`config.mk`:
```
export PLATFORM = sky130hd
export DESIGN_NAME = sha2_msg_pad
export DESIGN_NICKNAME = d
export VERILOG_FILES = /design/src/rtl/sha2_pkg.sv /design/src/rtl/sha2_msg_pad.sv
export SDC_FILE = /design/constraint.sdc
export NUM_CORES = 1
export LEC_CHECK = 0
export BUFFER_PORTS_ARGS = -buffer_cell sky130_fd_sc_hd__buf_2
export CORE_UTILIZATION = 59
export CTS_CLUSTER_SIZE = 12
export DETAILED_ROUTE_END_ITERATION = 10
export PLACE_DENSITY = 0.78
export SKIP_CTS_REPAIR_TIMING = 1
export SLEW_MARGIN = 10
export SYNTH_ARGS = -nofsm -noshare
export SYNTH_HDL_FRONTEND = slang
export SYNTH_SLANG_ARGS = --single-unit
```
`constraint.sdc`:
```
create_clock -name hclk -period 4.3 [get_ports hclk]
set_input_delay 0.215 -clock hclk [delete_from_list [all_inputs] [get_ports hclk]]
set_output_delay 0.215 -clock hclk [all_outputs]
set_load 0.01 [all_outputs]
```
`src/rtl/sha2_pkg.sv`:
```
`default_nettype none
// ============================================================================
//  Module      : sha2_pkg
//  Description : Shared types and helpers for the SHA-2 message path:
//                mode encoding, block/length-field sizes, padding marker.
//  Revision    : 1.0  initial release
// ============================================================================
package sha2_pkg;

    typedef enum logic [1:0] {
        MODE_224 = 2'b00,
        MODE_256 = 2'b01,
        MODE_384 = 2'b10,
        MODE_512 = 2'b11
    } sha2_mode_t;

    // Leading one-bit of the padding, aligned to the first byte of a word
    localparam logic [31:0] PAD_WORD = 32'h8000_0000;

    // 32-bit words per block: 16 for the 512-bit family, 32 for the 1024-bit family
    function automatic logic [5:0] blk_words(input sha2_mode_t mode);
        return mode[1] ? 6'd32 : 6'd16;
    endfunction

    // 32-bit words in the trailing length field: 64-bit or 128-bit field
    function automatic logic [2:0] len_words(input sha2_mode_t mode);
        return mode[1] ? 3'd4 : 3'd2;
    endfunction

endpackage
`default_nettype wire

```
`src/rtl/sha2_msg_pad.sv`:
```
`default_nettype none
// ============================================================================
//  Module      : sha2_msg_pad
//  Description : Streams an unpadded message (32-bit big-endian words) and
//                emits it as FIPS 180-4 padded 512/1024-bit blocks, one
//                32-bit word per cycle, with block-last / message-last flags.
//  Revision    : 1.0  initial release
// ============================================================================
module sha2_msg_pad
    import sha2_pkg::*;
#(
    parameter int LEN_W = 64
) (
    input  logic        hclk,
    input  logic        hresetn,
    input  logic        clr_i,
    input  logic [1:0]  mode_i,
    input  logic        in_valid_i,
    output logic        in_ready_o,
    input  logic [31:0] in_data_i,
    input  logic [2:0]  in_nbytes_i,
    input  logic        in_last_i,
    output logic        out_valid_o,
    input  logic        out_ready_i,
    output logic [31:0] out_data_o,
    output logic        out_blk_last_o,
    output logic        out_msg_last_o,
    output logic [1:0]  out_mode_o,
    output logic        busy_o
);

    typedef enum logic [2:0] {
        S_IDLE = 3'd0,
        S_DATA = 3'd1,
        S_PAD  = 3'd2,
        S_FILL = 3'd3,
        S_ZERO = 3'd4,
        S_LEN  = 3'd5
    } state_t;

    state_t            r_state;
    state_t            w_state_nxt;
    logic [4:0]        r_wcnt;
    logic [LEN_W-1:0]  r_bitlen;
    sha2_mode_t        r_mode;

    logic              r_out_valid;
    logic [31:0]       r_out_data;
    logic              r_blk_last;
    logic              r_msg_last;
    sha2_mode_t        r_out_mode;

    logic              w_adv;
    logic              w_accept;
    sha2_mode_t        w_mode;
    logic [5:0]        w_blk_words;
    logic [5:0]        w_len_start;
    logic [5:0]        w_free;
    logic              w_at_end;
    logic [2:0]        w_nbytes_eff;
    logic [4:0]        w_shift;
    logic [31:0]       w_pad_data;
    state_t            w_pad_next;
    logic [127:0]      w_len_field;
    logic [31:0]       w_len_word;
    logic              w_load;
    logic [31:0]       w_data;
    logic              w_msg_last;

    // The output register can take a new word whenever it is empty or draining
    assign w_adv       = !r_out_valid || out_ready_i;
    assign in_ready_o  = ((r_state == S_IDLE) || (r_state == S_DATA)) && w_adv;
    // An abort in the same cycle wins over the handshake
    assign w_accept    = in_valid_i && in_ready_o && !clr_i;
    assign busy_o      = (r_state != S_IDLE);

    // Mode is taken live from the port until the first word latches it
    assign w_mode      = (r_state == S_IDLE) ? sha2_mode_t'(mode_i) : r_mode;
    assign w_blk_words = blk_words(w_mode);
    assign w_len_start = w_blk_words - {3'b000, len_words(w_mode)};
    assign w_free      = w_blk_words - 6'd1 - {1'b0, r_wcnt};
    assign w_at_end    = (w_free == 6'd0);

    // Malformed byte counts are handled as full words
    assign w_nbytes_eff = ((in_nbytes_i > 3'd4) || ((in_nbytes_i != 3'd4) && !in_last_i))
                          ? 3'd4 : in_nbytes_i;
    assign w_shift      = {w_nbytes_eff[1:0], 3'b000};
    assign w_pad_data   = (in_data_i & ~(32'hFFFF_FFFF >> w_shift)) | (PAD_WORD >> w_shift);

    // Route after the marker word: length fits in this block or spill to a new one
    assign w_pad_next = (w_free >= {3'b000, len_words(w_mode)})
                        ? ((w_free == {3'b000, len_words(w_mode)}) ? S_LEN : S_ZERO)
                        : (w_at_end ? S_ZERO : S_FILL);

    // Length field zero-extended; the word offset from the block end picks the slice
    always_comb begin
        w_len_field            = '0;
        w_len_field[LEN_W-1:0] = r_bitlen;
    end
    assign w_len_word = w_len_field[{w_free[1:0], 5'b00000} +: 32];

    // Next state and the word to place in the output register
    always_comb begin
        w_state_nxt = r_state;
        w_load      = 1'b0;
        w_data      = '0;
        w_msg_last  = 1'b0;
        case (r_state)
            S_IDLE, S_DATA: begin
                if (w_accept) begin
                    w_load      = 1'b1;
                    w_state_nxt = S_DATA;
                    w_data      = in_data_i;
                    if (in_last_i) begin
                        if (w_nbytes_eff == 3'd4) begin
                            w_state_nxt = S_PAD;
                        end else begin
                            w_data      = w_pad_data;
                            w_state_nxt = w_pad_next;
                        end
                    end
                end
            end
            S_PAD: begin
                if (w_adv) begin
                    w_load      = 1'b1;
                    w_data      = PAD_WORD;
                    w_state_nxt = w_pad_next;
                end
            end
            S_FILL: begin
                if (w_adv) begin
                    w_load = 1'b1;
                    if (w_at_end) w_state_nxt = S_ZERO;
                end
            end
            S_ZERO: begin
                if (w_adv) begin
                    w_load = 1'b1;
                    if (({1'b0, r_wcnt} + 6'd1) == w_len_start) w_state_nxt = S_LEN;
                end
            end
            S_LEN: begin
                if (w_adv) begin
                    w_load = 1'b1;
                    w_data = w_len_word;
                    if (w_at_end) begin
                        w_msg_last  = 1'b1;
                        w_state_nxt = S_IDLE;
                    end
                end
            end
            default: w_state_nxt = S_IDLE;
        endcase
    end

    // State, counters and output register; abort clears everything in flight
    always_ff @(posedge hclk or negedge hresetn) begin
        if (!hresetn) begin
            r_state     <= S_IDLE;
            r_wcnt      <= '0;
            r_bitlen    <= '0;
            r_mode      <= MODE_224;
            r_out_valid <= 1'b0;
            r_out_data  <= '0;
            r_blk_last  <= 1'b0;
            r_msg_last  <= 1'b0;
            r_out_mode  <= MODE_224;
        end else if (clr_i) begin
            r_state     <= S_IDLE;
            r_wcnt      <= '0;
            r_bitlen    <= '0;
            r_out_valid <= 1'b0;
            r_out_data  <= '0;
            r_blk_last  <= 1'b0;
            r_msg_last  <= 1'b0;
        end else begin
            r_state <= w_state_nxt;
            if (w_accept) begin
                r_bitlen <= ((r_state == S_IDLE) ? '0 : r_bitlen)
                            + LEN_W'({w_nbytes_eff, 3'b000});
                if (r_state == S_IDLE) r_mode <= sha2_mode_t'(mode_i);
            end
            if (w_load) begin
                r_wcnt <= w_at_end ? 5'd0 : r_wcnt + 5'd1;
            end
            if (w_adv) begin
                r_out_valid <= w_load;
                if (w_load) begin
                    r_out_data <= w_data;
                    r_blk_last <= w_at_end;
                    r_msg_last <= w_msg_last;
                    r_out_mode <= w_mode;
                end
            end
        end
    end

    assign out_valid_o    = r_out_valid;
    assign out_data_o     = r_out_data;
    assign out_blk_last_o = r_blk_last;
    assign out_msg_last_o = r_msg_last;
    assign out_mode_o     = r_out_mode;

endmodule
`default_nettype wire

```
==> run metrics, run 1 <==
status complete, but fails checks; failing checks hold timing; vias in the first global route ~6,600; routed vias between 7,000 and 8,000; hpwl dp ~15,000 µm; crit path max fanout 17; Die Height 111 µm; VDD IR max 0.309 mV; core box area 11,500 µm²; post-route cell area slightly below 8000 µm²; hold slack -50.1 ps; slowest stage delay, CP 680 ps; pre-CTS WS ~970 ps; R2R cell count 13; I/O pins a little over 80; Mapped Area 6950 µm²; DP Area about 7400 µm²; Starting Density between 60% and 70%; CP required approximately 4600 ps; CP Cell Sequence nor3_4 > inv_2 > and2_1 > ha_1 > inv_1 > fa_1 > nor2b_1 > nor2_1 > nor3_1 > buf_4 > nand4_1 > or4_1 > a31oi_1; Setup crit end kind flip-flop; total power 3.31 mW; RSZ-0062 raised after global routing false; maximum clock frequency between 200 and 300 MHz; DRC 0; post-route ant nets 0; first-pass GRT wire length 34,200 µm; cells after synthesis a little under 900; syn avg cell area approximately 8 µm²; asr flop ratio synth 100%; Yosys Warn Count 0; WL final 21,200 µm; Setup WS post-layout approximately 920 ps; GRT Util Overall between 30% and 40%; Yosys reg bits roughly 110; Main synth FF type dfrtp_1; DR vias/cell 6.73; GP Congestion 0.919; CP max stage cell dfrtp_1; Diodes inserted 0; Worst EP arrival about 3700 ps; CTS Root Cell clkbuf_16; most numerous cell in the Yosys netlist dfrtp_1; Commonest cells post-synth 108 x dfrtp_1, 104 x nand2_1, 89 x a21oi_1; TritonCTS buffer count 9; post-synth cell types 71; CTS clk-pin slew, worst paths 70 ps; Finished Layout Cells 1,054; layout cells sized above 1 14.7%; Placed Instances 1,038; DR WL/cell about 20 µm; ranking of synthesized cells by area dfrtp_1 39%, a21oi_1 6.4%, o21ai_0 6.3%; H-tree levels 3; Die Wd roughly 110 µm; CP startpoint kind flip-flop; Post-synth EDFFs 0; CTS Buffer Depth 2; Slew @ Worst Pin about 1200 ps; setup tns final 0 ps; Synth top area share around 39%; Critical R2R Capture r_bitlen[63]$_DFFE_PN0P_; Hold WC Path Type in2async; Leak about 3.2 nW; antenna violations before repair 0; Setup CP Type reg2reg; max_slew headroom between 20% and 30%; power density cells around 430 nW/µm²; Clock Latency Late Sink roughly 360 ps; post-synthesis sequential area ratio between 30 and 40%; flop-to-flop setup slack between 900 and 1000 ps; Final Setup Violations 0; Setup Skew roughly 6.5 ps; grt ovf 0; Layout Utilization 67.1%; largest area contributor in the synthesized netlist dfrtp_1; pin count of the biggest net entering global routing 67; FF-to-FF Start r_state[0]$_DFFE_PN0P_; Layout area overhead 10.7%; Final period util 78.6%; min Tclk post-route about 3400 ps; TritonCTS clock tree done; MaxCap Viol Count 0; CTS Sinks 108; Final #Nets about 960; Die ar. 12,200 µm²; final max-slew violation count 0; IO buf count 81; DR iter-0 viols 708; Final Hold Fails 28; syn nets between 900 and 1,000; drt first pass iters 5; num rows 39
## area by class of cell
cell class	count	area [µm²]
Clock buffer	9	225
Clock inverter	7	76.3
Fill cell	988	3770
Inverter	17	63.8
Multi-Input combinational cell	675	3940
Sequential cell	108	2700
Tap cell	143	179
Timing Repair Buffer	95	513
## worst max-delay path by stage
stage                                 from                    endpoint  slack [ps]  cells past startpoint
CTS                 r_state[0]$_DFFE_PN0P_    r_bitlen[63]$_DFFE_PN0P_         940                     13
global route        r_state[0]$_DFFE_PN0P_    r_bitlen[63]$_DFFE_PN0P_         630                     13
floorplan           r_state[2]$_DFFE_PN0P_    r_bitlen[63]$_DFFE_PN0P_         630                     16
finish              r_state[0]$_DFFE_PN0P_    r_bitlen[63]$_DFFE_PN0P_         920                     13
global placement                     clr_i  out_data_o[12]$_DFFE_PN0P_        1080                      7
detailed placement  r_state[0]$_DFFE_PN0P_    r_bitlen[63]$_DFFE_PN0P_         970                     13
## critical path: cells and delay by family, from the launching register on
| family | cells | cell delay [ps] |
|---|---|---|
| simple gates | 7 | 1530 |
| flops | 1 | 680 |
| fa+ha+maj | 2 | 530 |
| buf+inv | 3 | 390 |
| compound gates | 1 | 160 |
## sequential cells by signal (all words and copies together) (netlist names)
register / flops
out_blk_last_o: 1
out_data_o: 32
out_mode_o: 2
out_msg_last_o: 1
out_valid_o: 1
r_bitlen: 61
r_mode: 2
r_state: 3
r_wcnt: 5
## layer usage
metal	up-vias	GRT usage [%]	wire length (µm)
li1	3238	-	-
met1	3396	49.1	8880
met2	410	52.3	9300
met3	47	8.29	2360
met4	0	14.8	616
met5	-	0	0
## power by group
part / leakage [nW] / internal [mW] / switching [mW]
clock: 0.142 / 0.455 / 0.406
combinational: 1.54 / 0.388 / 0.827
sequential: 1.49 / 1.08 / 0.156
## kinds of logic (layout without fill, tap and decap cells)
group	after synthesis	after routing	share of synthesized area, %
AND/OR/NAND/NOR	375	375	28.3
AO/OA/AOI/OAI	253	253	21.0
flip-flops	108	108	38.9
buffers and inverters	82	128	4.73
multiplexers	34	34	4.91
adder cells (fa/ha/maj)	7	7	1.37
XOR/XNOR	6	6	0.756
## cells in the final DEF, fill, tap and decap left out, types with 3 or more instances in the layout
cell type  instances
or4b_1             3
o31ai_1            3
a21oi_1           89
mux2i_1           33
a211oi_1           3
buf_2             80
nand4b_1           4
o311ai_0           3
nand3_1           30
xnor2_1            5
o21ai_0           87
nand2_1          104
nor2b_1            7
nor3_1            21
and2_1            12
a22oi_1           10
nand2b_1           4
and4_1             6
and3_1            17
nor4_1             8
o32ai_1            3
nor2_1            84
or3_1              9
inv_1             16
nand4_1           32
a31oi_1           23
clkbuf_16          9
nand3b_1           4
dfrtp_1          107
buf_4             15
nand3_2            3
o211ai_1           9
ha_1               6
or4_1              9
Note: power is estimated with default switching activity, not from simulation.
==> run 2: changes to the inputs <==
--- a/config.mk
+++ b/config.mk
@@ -5,11 +5,12 @@
 export SDC_FILE = /design/constraint.sdc
 export NUM_CORES = 1
 export LEC_CHECK = 0
+export ABC_AREA = 1
 export BUFFER_PORTS_ARGS = -buffer_cell sky130_fd_sc_hd__buf_2
-export CORE_UTILIZATION = 59
+export CORE_UTILIZATION = 55
 export CTS_CLUSTER_SIZE = 12
 export DETAILED_ROUTE_END_ITERATION = 10
-export PLACE_DENSITY = 0.78
+export PLACE_DENSITY = 0.75
 export SKIP_CTS_REPAIR_TIMING = 1
 export SLEW_MARGIN = 10
 export SYNTH_ARGS = -nofsm -noshare
==> constraint.sdc (replaced) <==
create_clock -name hclk -period 2.8 [get_ports hclk]
set_input_delay 0.14 -clock hclk [delete_from_list [all_inputs] [get_ports hclk]]
set_output_delay 0.14 -clock hclk [all_outputs]
set_load 0.01 [all_outputs]
==> run metrics, run 2 <==
num rows 43 (was 39); met1 Resource Use GR 52.2% (was 49.1%); Setup crit end kind flip-flop (unchanged); Finished Layout Cells 1,536 (was 1,054); most numerous cell in the Yosys netlist nand2_1 (was dfrtp_1); IO buf count 81 (unchanged); Leak 4.10 nW (was 3.17 nW); Final Setup Violations 0 (unchanged); largest area contributor in the synthesized netlist dfrtp_1 (unchanged); Hold WC Path Type in2reg (was in2async); Placed Instances 1,515 (was 1,038); CTS clk-pin slew, worst paths 80 ps (was 70 ps); CP Cell Sequence buf_4 > inv_1 > ha_1 > inv_1 > nor2_2 > nand3_2 > inv_2 > buf_4 > a32oi_1 > o21ai_0 (was nor3_4 > inv_2 > and2_1 > ha_1 > inv_1 > fa_1 > nor2b_1 > nor2_1 > nor3_1 > buf_4 > nand4_1 > or4_1 > a31oi_1); max reg flops 61 (unchanged); I/O pins 82 (unchanged); GP Congestion 1.00 (was 0.919); CTS Buffer Depth 2 (unchanged); hold slack 72.6 ps (was -50.1 ps); Final Hold Fails 0 (was 28); power density cells 548 nW/µm² (was 430 nW/µm²); total power 5.07 mW (was 3.31 mW); crit path max fanout 44 (was 17); VDD IR max 0.871 mV (was 0.309 mV); most common cell after layout, fill and taps aside nand2_1 (was dfrtp_1); DR vias/cell 5.92 (was 6.73); RSZ-0062 raised after global routing true (was false); Layout area overhead 14.7% (was 10.7%); DRC 0 (unchanged); routed vias 9,090 (was 7,091); Slew @ Worst Pin 801 ps (was 1160 ps); vias in the first global route 8,072 (was 6,629); maximum clock frequency 384 MHz (was 296 MHz); GRT Util Overall 39.1% (was 35.1%); cells after synthesis 1,253 (was 865); Die Height 123 µm (was 111 µm); CTS Sinks 108 (unchanged); post-synthesis sequential area ratio 33.5% (was 38.9%); commonest cells after routing, fill and taps aside 333 x nand2_1, 174 x nor2_1, 145 x nand3_1 (was 107 x dfrtp_1, 104 x nand2_1, 89 x a21oi_1); first-pass GRT wire length 43,800 µm (was 34,200 µm); DP Area 8880 µm² (was 7390 µm²); Commonest cells post-synth 336 x nand2_1, 178 x nor2_1, 146 x nand3_1 (was 108 x dfrtp_1, 104 x nand2_1, 89 x a21oi_1); asr flop ratio synth 100% (unchanged); Top reg by flops r_bitlen (unchanged); hpwl dp 21,600 µm (was 14,500 µm); Final #Nets 1,401 (was 956); TritonCTS buffer count 9 (unchanged); CTS Root Cell clkbuf_16 (unchanged); Die Wd 123 µm (was 111 µm); max_slew headroom 46.5% (was 22.3%); Synth top area share 33.5% (was 38.9%); Yosys reg bits 108 (unchanged); final max-slew violation count 0 (unchanged); Main synth FF type dfrtp_1 (unchanged); Die ar. 15,200 µm² (was 12,200 µm²); post-synth cell types 46 (was 71); busiest grt layer met2 (unchanged); core box area 14,100 µm² (was 11,500 µm²); CP required 3080 ps (was 4580 ps); syn avg cell area 6.44 µm² (was 8.04 µm²); grt met3 use 7.33% (was 8.29%); pin count of the biggest net entering global routing 106 (was 67); Diodes inserted 0 (unchanged); antenna violations before repair 0 (unchanged); MaxCap Viol Count 0 (unchanged); grt ovf 0 (unchanged); DR iter-0 viols 1,058 (was 708); layout cells sized above 1 16.2% (was 14.7%); DR WL/cell 18.9 µm (was 20.1 µm); Starting Density 57.2% (was 60.6%); H-tree levels 3 (unchanged); TritonCTS clock tree done (unchanged); CP max stage cell buf_4 (was dfrtp_1); met2 Use GR 59.6% (was 52.3%); Setup WS post-layout 197 ps (was 920 ps); CP startpoint kind flip-flop (unchanged); Mapped Area 8070 µm² (was 6950 µm²); post-route cell area 9260 µm² (was 7700 µm²); status complete, no violations (was complete, but fails checks); min Tclk post-route 2600 ps (was 3380 ps); setup tns final 0 ps (unchanged); Setup Skew 17.6 ps (was 6.52 ps); ranking of synthesized cells by area dfrtp_1 33%, nand2_1 16%, nand3_1 9.1% (was dfrtp_1 39%, a21oi_1 6.4%, o21ai_0 6.3%); WL final 29,100 µm (was 21,200 µm); FILL cells 1,287 (was 988); Setup CP Type reg2reg (unchanged); drt first pass iters 6 (was 5); post-route ant nets 0 (unchanged); Final period util 93.0% (was 78.6%); Post-synth EDFFs 0 (unchanged); syn nets 1,303 (was 915); slowest stage delay, CP 480 ps (was 680 ps); Yosys Warn Count 0 (unchanged); Worst EP arrival 2890 ps (was 3660 ps); Layout Utilization 65.7% (was 67.1%); pre-CTS WS 67.8 ps (was 971 ps); Clock Latency Late Sink 380 ps (was 360 ps)
-- run 2: cell count changes after synthesis, sizes merged, moves of 17 or more --
cell | previous run | this run
o21ai | 88 | 117
a31oi | 23 | 0
inv | 17 | 137
nor2 | 85 | 205
nand2 | 105 | 340
and3 | 17 | 0
mux2i | 33 | 0
a21oi | 89 | 25
nand3 | 34 | 162
clkbuf | 48 | 26
-- run 2: layout make-up --
| class | count | area [µm²] | area share (%) |
|---|---|---|---|
| flip-flops and latches | 108 | 2700 | 29.2 |
| multi-input cells | 961 | 4670 | 50.4 |
| repair buffers | 132 | 818 | 8.84 |
| clock buffers | 10 | 239 | 2.58 |
| clock inverters | 6 | 80.1 | 0.865 |
| inverters | 139 | 527 | 5.69 |
| well taps | 180 | 225 | 2.43 |
-- run 2: worst max-delay path: cells and delay by family (launching register included) --
family | cells | cell delay, ps
buffers and inverters | 5 | 1030
AOI/OAI and AO/OA | 2 | 410
DFF | 1 | 410
and+or+nand+nor | 2 | 390
adders and majority gates | 1 | 250
-- run 2: power breakdown --
part,switching (mW),internal [mW],total (mW)
clock network,0.683,0.741,1.42
logic,1.45,0.483,1.93
registers,0.0600,1.66,1.72
total,2.19,2.88,5.07
-- run 2: cell families (layout without fill, tap and decap cells) --
family	after synthesis	in the layout	synth area share [%]
fa+ha+maj	7	7	1.18
xor+xnor	4	4	0.434
flops	108	108	33.5
simple gates	752	752	41.2
buf+inv	184	287	9.44
compound gates	198	198	14.2
-- run 2: worst paths after layout --
kind	slack, ps	from	endpoint	cells past startpoint
worst max register to register	200	r_state[1]$_DFFE_PN0P_	out_data_o[27]$_DFFE_PN0P_	10
min in group asynchronous	310	hresetn	out_blk_last_o$_DFFE_PN0P_	2
max in group asynchronous	1720	hresetn	r_bitlen[43]$_DFFE_PN0P_	3
worst min-delay path	70	in_data_i[9]	out_data_o[9]$_DFFE_PN0P_	3
worst max-delay path	200	r_state[1]$_DFFE_PN0P_	out_data_o[27]$_DFFE_PN0P_	10
worst min register to register	480	out_mode_o[0]$_DFFE_PN0P_	out_mode_o[0]$_DFFE_PN0P_	2
-- run 2: layer usage --
metal | routed length, µm | part of all wire (%)
met1 | 11900 | 41
met2 | 12400 | 42
met3 | 3110 | 11
met4 | 1720 | 5.9
met5 | 0 | 0
